<file path="src/rtl/fifo_rd_ctrl.sv">
// Read-side controller: pulls words from a FWFT FIFO into a two-entry main/skid
// buffer and presents them as a valid/ready stream, with a pop counter and stall detector.
module fifo_rd_ctrl #(
    parameter int DSIZE     = 8,
    parameter int STALL_MAX = 255
) (
    input  logic             rclk,
    input  logic             rrst_n,
    input  logic             rempty,
    input  logic [DSIZE-1:0] rdata,
    output logic             rinc,
    output logic [DSIZE-1:0] m_data,
    output logic             m_valid,
    input  logic             m_ready,
    output logic [15:0]      rd_count,
    output logic             stall_flag
);

    localparam logic [1:0] EMPTY = 2'd0;
    localparam logic [1:0] ONE   = 2'd1;
    localparam logic [1:0] TWO   = 2'd2;

    localparam logic [7:0] STALL_LIMIT = 8'(STALL_MAX);

    logic [1:0]       occ_reg, occ_next;
    logic [DSIZE-1:0] main_reg, main_next;
    logic [DSIZE-1:0] skid_reg, skid_next;
    logic [15:0]      rd_count_reg;
    logic [7:0]       stall_cnt_reg, stall_cnt_next;
    logic             stall_flag_reg, stall_flag_next;
    logic             push, pop, stalled;

    // The FIFO is drained only while there is room; downstream readiness never gates it.
    assign rinc    = !rempty && (occ_reg != TWO);
    assign push    = rinc;
    assign m_valid = (occ_reg != EMPTY);
    assign pop     = m_valid && m_ready;
    assign stalled = m_valid && !m_ready;

    assign m_data     = main_reg;
    assign rd_count   = rd_count_reg;
    assign stall_flag = stall_flag_reg;

    always_comb begin
        occ_next  = occ_reg;
        main_next = main_reg;
        skid_next = skid_reg;
        case (occ_reg)
            EMPTY: begin
                if (push) begin
                    main_next = rdata;
                    occ_next  = ONE;
                end
            end
            ONE: begin
                if (push && pop) begin
                    main_next = rdata;
                end else if (push) begin
                    skid_next = rdata;
                    occ_next  = TWO;
                end else if (pop) begin
                    occ_next  = EMPTY;
                end
            end
            TWO: begin
                // push is impossible here, so only a pop can change the state
                if (pop) begin
                    main_next = skid_reg;
                    occ_next  = ONE;
                end
            end
            default: occ_next = EMPTY;
        endcase
    end

    always_comb begin
        stall_cnt_next = stall_cnt_reg;
        if (pop || !m_valid) begin
            stall_cnt_next = 8'd0;
        end else if (stall_cnt_reg != STALL_LIMIT) begin
            stall_cnt_next = stall_cnt_reg + 8'd1;
        end

        stall_flag_next = stall_flag_reg;
        if (pop) begin
            stall_flag_next = 1'b0;
        end else if (stalled && (stall_cnt_next == STALL_LIMIT)) begin
            stall_flag_next = 1'b1;
        end
    end

    always_ff @(posedge rclk or negedge rrst_n) begin
        if (!rrst_n) begin
            occ_reg        <= EMPTY;
            main_reg       <= '0;
            skid_reg       <= '0;
            rd_count_reg   <= 16'd0;
            stall_cnt_reg  <= 8'd0;
            stall_flag_reg <= 1'b0;
        end else begin
            occ_reg        <= occ_next;
            main_reg       <= main_next;
            skid_reg       <= skid_next;
            stall_cnt_reg  <= stall_cnt_next;
            stall_flag_reg <= stall_flag_next;
            if (pop) begin
                rd_count_reg <= rd_count_reg + 16'd1;
            end
        end
    end

endmodule

</file>
<file path="config.mk">
export PLATFORM = sky130hd
export DESIGN_NAME = fifo_rd_ctrl
export DESIGN_NICKNAME = d
export VERILOG_FILES = /design/src/rtl/fifo_rd_ctrl.sv
export SDC_FILE = /design/constraint.sdc
export NUM_CORES = 1
export LEC_CHECK = 0
export ABC_AREA = 1
export CAP_MARGIN = 10
export CORE_MARGIN = 3
export CORE_UTILIZATION = 32
export DETAILED_ROUTE_END_ITERATION = 16
export PLACE_DENSITY = 0.58
export SYNTH_ARGS = -nofsm -noshare
export SYNTH_HDL_FRONTEND = slang
export SYNTH_SLANG_ARGS = --single-unit
</file>
<file path="constraint.sdc">
create_clock -name rclk -period 2.7 [get_ports rclk]
set_input_delay 0.27 -clock rclk [delete_from_list [all_inputs] [get_ports rclk]]
set_output_delay 0.27 -clock rclk [all_outputs]
set_load 0.02 [all_outputs]
</file>
# Yosys cells after proc, flatten, opt, wreduce, memory -nomap -nowiden
# Index checks and enable logic that the tools add are counted.
# W data, S select, Z words.
[op_classes]
eq_ne = 10
bitwise = 1
n_addsub = 2
reduce_logical = 16
n_mux = 14
[ops]
columns = ["cell", "n"]
rows = [
  ["$mux W8", 5],
  ["$pmux W8 S3", 1],
  ["$add A16 B1 Y16 const B", 1],
  ["$mux W2", 5],
  ["$ne A2 B2 Y1 const B", 5],
  ["$add A8 B1 Y8 const B", 1],
  ["$eq A8 B8 Y1 const B", 1],
  ["$ne A8 B8 Y1 const B", 1],
  ["$reduce_and A4 Y1", 2],
  ["$pmux W2 S3", 1],
  ["$logic_and A1 B1 Y1", 5],
  ["$reduce_bool A2 Y1", 2],
  ["$logic_not A1 Y1", 3],
  ["$ne A3 B3 Y1 const B", 1],
  ["$reduce_and A3 Y1", 1],
  ["$reduce_bool A3 Y1", 1],
  ["$eq A2 B1 Y1 const B", 1],
  ["$eq A2 B2 Y1 const B", 1],
  ["$logic_not A2 Y1", 1],
  ["$mux W1", 2],
  ["$logic_or A1 B1 Y1", 1],
  ["$not A1 Y1", 1],
]
[totals]
elab_cells = 49
ff_bits = 43
output_inout_bits = 27
in_bits = 12

# Longest topological paths before layout
[depth]
depth_word = 8
ltp_mapped = 11
mapped_depth_nobuf = 11

# Worst setup path after synthesis
# OpenSTA, ideal clock, no wires.
[synth_timing]
kind = "flip-flop to flip-flop"
from = "register occ_reg[1]"
to = "register skid_reg[0]"
setup_time_ns = 0.125
setup_slack_ns = 0.977
synth_period_minus_slack_ns = 1.723
t_required_ns = 2.575
stages_incl_launch_ff = 6
n_path_buf = 0
t_arrival_ns = 1.598
path_cell_list = "dfrtp_1 inv_1 nor2_4 nor2_1 nand4_2 mux2_2"
[synth_via]
elab_chain_len = 5
[synth_rtl]
columns = ["element", "line", "rtl"]
rows = [
  ["start, declared", "25", "logic [1:0] occ_reg, occ_next;"],
  ["start signal, assigned", "101", "occ_reg <= occ_next;"],
  ["$ne A2 B2 Y1 (*)", "34", "assign rinc = !rempty && (occ_reg != TWO);"],
  ["$logic_and A1 B1 Y1 (*)", "34", ""],
  ["net rinc", "11", "output logic rinc,"],
  ["$logic_and A1 B1 Y1", "56", "if (push && pop) begin"],
  ["$not A1 Y1 (no source line)", "--", ""],
  ["$reduce_and A3 Y1 (no source line) (*)", "--", ""],
  ["end signal, assigned", "103", "skid_reg <= skid_next;"],
  ["end, declared", "27", "logic [DSIZE-1:0] skid_reg, skid_next;"],
]
# Mark *: on every way through the listed nets, which the timed path passes. The rest lies on a longest branch.
# A chain may end at the register's enable or synchronous reset.

# Worst setup path in the final report
[layout_timing]
from = "register occ_reg[1]"
to = "output rinc"
[layout_via]
elab_chain_len = 2
[layout_rtl]
columns = ["element", "line"]
rows = [
  ["$ne A2 B2 Y1", "34"],
  ["$logic_and A1 B1 Y1", "34"],
  ["end, declared", "11"],
]
# No other way between the ends.

==> results.ini <==
[clock_tree]
clock-sinks=43
clockBufferDepth=2
cts_hold_buf=0
clk_pin_slew_ps=80
post_cts_resized=0
ctsHtreeMaxLevel=2
post-cts-setup-buffers=0
insertion_delay_ps=300
cts-buffers-inserted=5
cts_tree=done
clock-root-buffer=clkbuf_8

[power]
internal_power_mw=1.51
power_frac_clock_pct=21.5
power.share.combinational_pct=36.9
pwr-share-seq_pct=41.5
switching_share_pct=36.7
powerDensity_nw_per_um2=901
p_switching_mw=0.875
irDropWorstVdd_mv=0.509
p_leak_nw=1.17
p_total_mw=2.38

[synth]
synth.most_common_cell=nand2_1
synth-main-ff-cell=dfrtp_1
avgSynthCellArea_sq_um=9.84
synthCells=212
ys_top_cells_by_area=dfrtp_1, nand2_1, mux2_2
async_flop_share_pct=100
synthDistinctLibCells=28
synth_top_area_share_pct=51.6
synth_area_sq_um=2090
seq_area_frac_synth_pct=51.6
yosysTopAreaCell=dfrtp_1
synth_edf_count=0
synth-seq-cells=43
yosys_warnings=0
synthTopCellsByCount=nand2_1, dfrtp_1, nor2_1
syn-num-nets=226

[place]
dpl_worst_slack_ps=742
portBuffers=38
routabilityCongestion=0.848
place_area_sq_um=2530
dp_hpwl_microns=2920
dp.cells=323

[layout]
area_delta_synth_final_pct=26.8
final_area_sq_um=2650
drive_above_1_share_pct=13.7
antenna_cells=0
final_util_pct=43.1
largest_reg_flops=16
nFillCells=585
fin_cells=331
fin_nets=269

[timing]
fin_crit_ps=2130
setup_viol=0
rsz0062_at_grt=no
slew_headroom_pct=35.2
hold_viol=0
fin_skew_ps=6.49
worst_pin_slew_ps=971
max_clock_freq_ghz=0.470
post-route-period-util_pct=78.8
fin_setup_tns_ps=0
slew_viol_final=0
whs_ps=122
setup_ws_ps=572

[floorplan]
die_area_sq_um=7520
ios=39
core_area_sq_um=6130
rows=28
initial_core_util_pct=34.0
chipWidth_microns=86.7
die_h_microns=86.7

[drt]
drt_first_pass_iters=5
ant_nets=0
wl_per_cell_microns=12.6
via_per_inst=4.58
drtIter0Drc=101
drc=0
drt-total-wl_microns=4190
num_vias=1517

[critical_path]
path_class=flop to output port
crit_path_max_fanout=10
required_ps=2430
cp_cell_sequence=inv_1 > nor2_4 > nor2_1 > clkdlybuf4s50_1
end_kind=output port
cpLargestDelayFamily=buffers and inverters
slowest_stage=clkdlybuf4s50_1
cp_slowest_stage_delay_ps=660
cp_num_buf_inv=2
arrival_ps=1860
reg2reg_setup_slack_ps=760
startpoint_type=flop

[grt]
grt_pass1_wl_microns=7620
grt_max_degree=44
grt_pass1_vias=1620
grt_use_total_pct=12.9
overflow=0
antenna_found_initial=0

[outcome]
status=completed

[hold_path]
hold_path_class=primary input to async pin

[run]
maxCapViolations=0

[worst paths after layout]
| kind | start | to | cells past startpoint |
|---|---|---|---|
| min in group rclk | rd_count[15] | rd_count[15] | 1 |
| hold / removal | rrst_n | stall_cnt_reg[1] | 1 |
| setup / recovery | occ_reg[1] | rinc | 4 |
| setup reg to reg | stall_cnt_reg[0] | stall_flag | 11 |
| max in group asynchronous | rrst_n | skid_reg[3] | 1 |
| hold reg to reg | rd_count[15] | rd_count[15] | 1 |
[cell usage in the layout, fill, tap and decap left out, types with 2 or more instances in the layout]
| master | count |
|---|---|
| a21oi_1 | 4 |
| a31oi_1 | 10 |
| clkbuf_8 | 5 |
| clkdlybuf4s50_1 | 37 |
| dfrtp_1 | 43 |
| ha_1 | 2 |
| inv_1 | 15 |
| inv_4 | 2 |
| mux2_2 | 9 |
| nand2_1 | 52 |
| nand2_2 | 2 |
| nand3_1 | 9 |
| nand4_1 | 5 |
| nand4_4 | 2 |
| nor2_1 | 22 |
| nor2_2 | 2 |
| nor2_4 | 5 |
| o21ai_0 | 3 |
| xnor2_1 | 8 |
| xor2_1 | 7 |
[cell families after synthesis]
family	Yosys count	share of synthesized area [%]
flip-flops	43	51.6
XOR/XNOR	15	6.30
multiplexers	9	4.86
buffers and inverters	19	4.38
AND/OR/NAND/NOR	105	25.9
adder cells (fa/ha/maj)	2	1.20
AO/OA/AOI/OAI	19	5.82
[routing by layer]
layer	vias up	share of wire (%)	GRT usage, %	wire (microns)
li1	782	-	-	-
met2	36	41	18.2	1700
met5	-	0	0	0
met3	7	4.4	3.42	183
met1	692	53	18.8	2230
met4	0	1.8	4.82	76
[layout make-up]
cell class              instances  area [sq um]  share of cell area, %
flip-flops and latches         43          1080                   40.7
clock inverters                 3          43.8                   1.66
multi-input cells             150           918                   34.7
inverters                      17          68.8                   2.60
repair buffers                 38           375                   14.2
clock buffers                   5          68.8                   2.60
well taps                      75          93.8                   3.55
[power groups by stage]
| stage | sequential [mW] | clock (mW) | combinational, mW |
|---|---|---|---|
| 6_report | 0.990 | 0.513 | 0.880 |
| 5_1_grt | 1.02 | 0.556 | 0.973 |
| 4_1_cts | 0.993 | 0.531 | 0.896 |
| 3_5_place_dp | 1.00 | 0 | 0.894 |
| 3_3_place_gp | 0.999 | 0 | 0.885 |
| 2_1_floorplan | 1.10 | 0 | 0.452 |
Power figures use the tool's default switching activity.
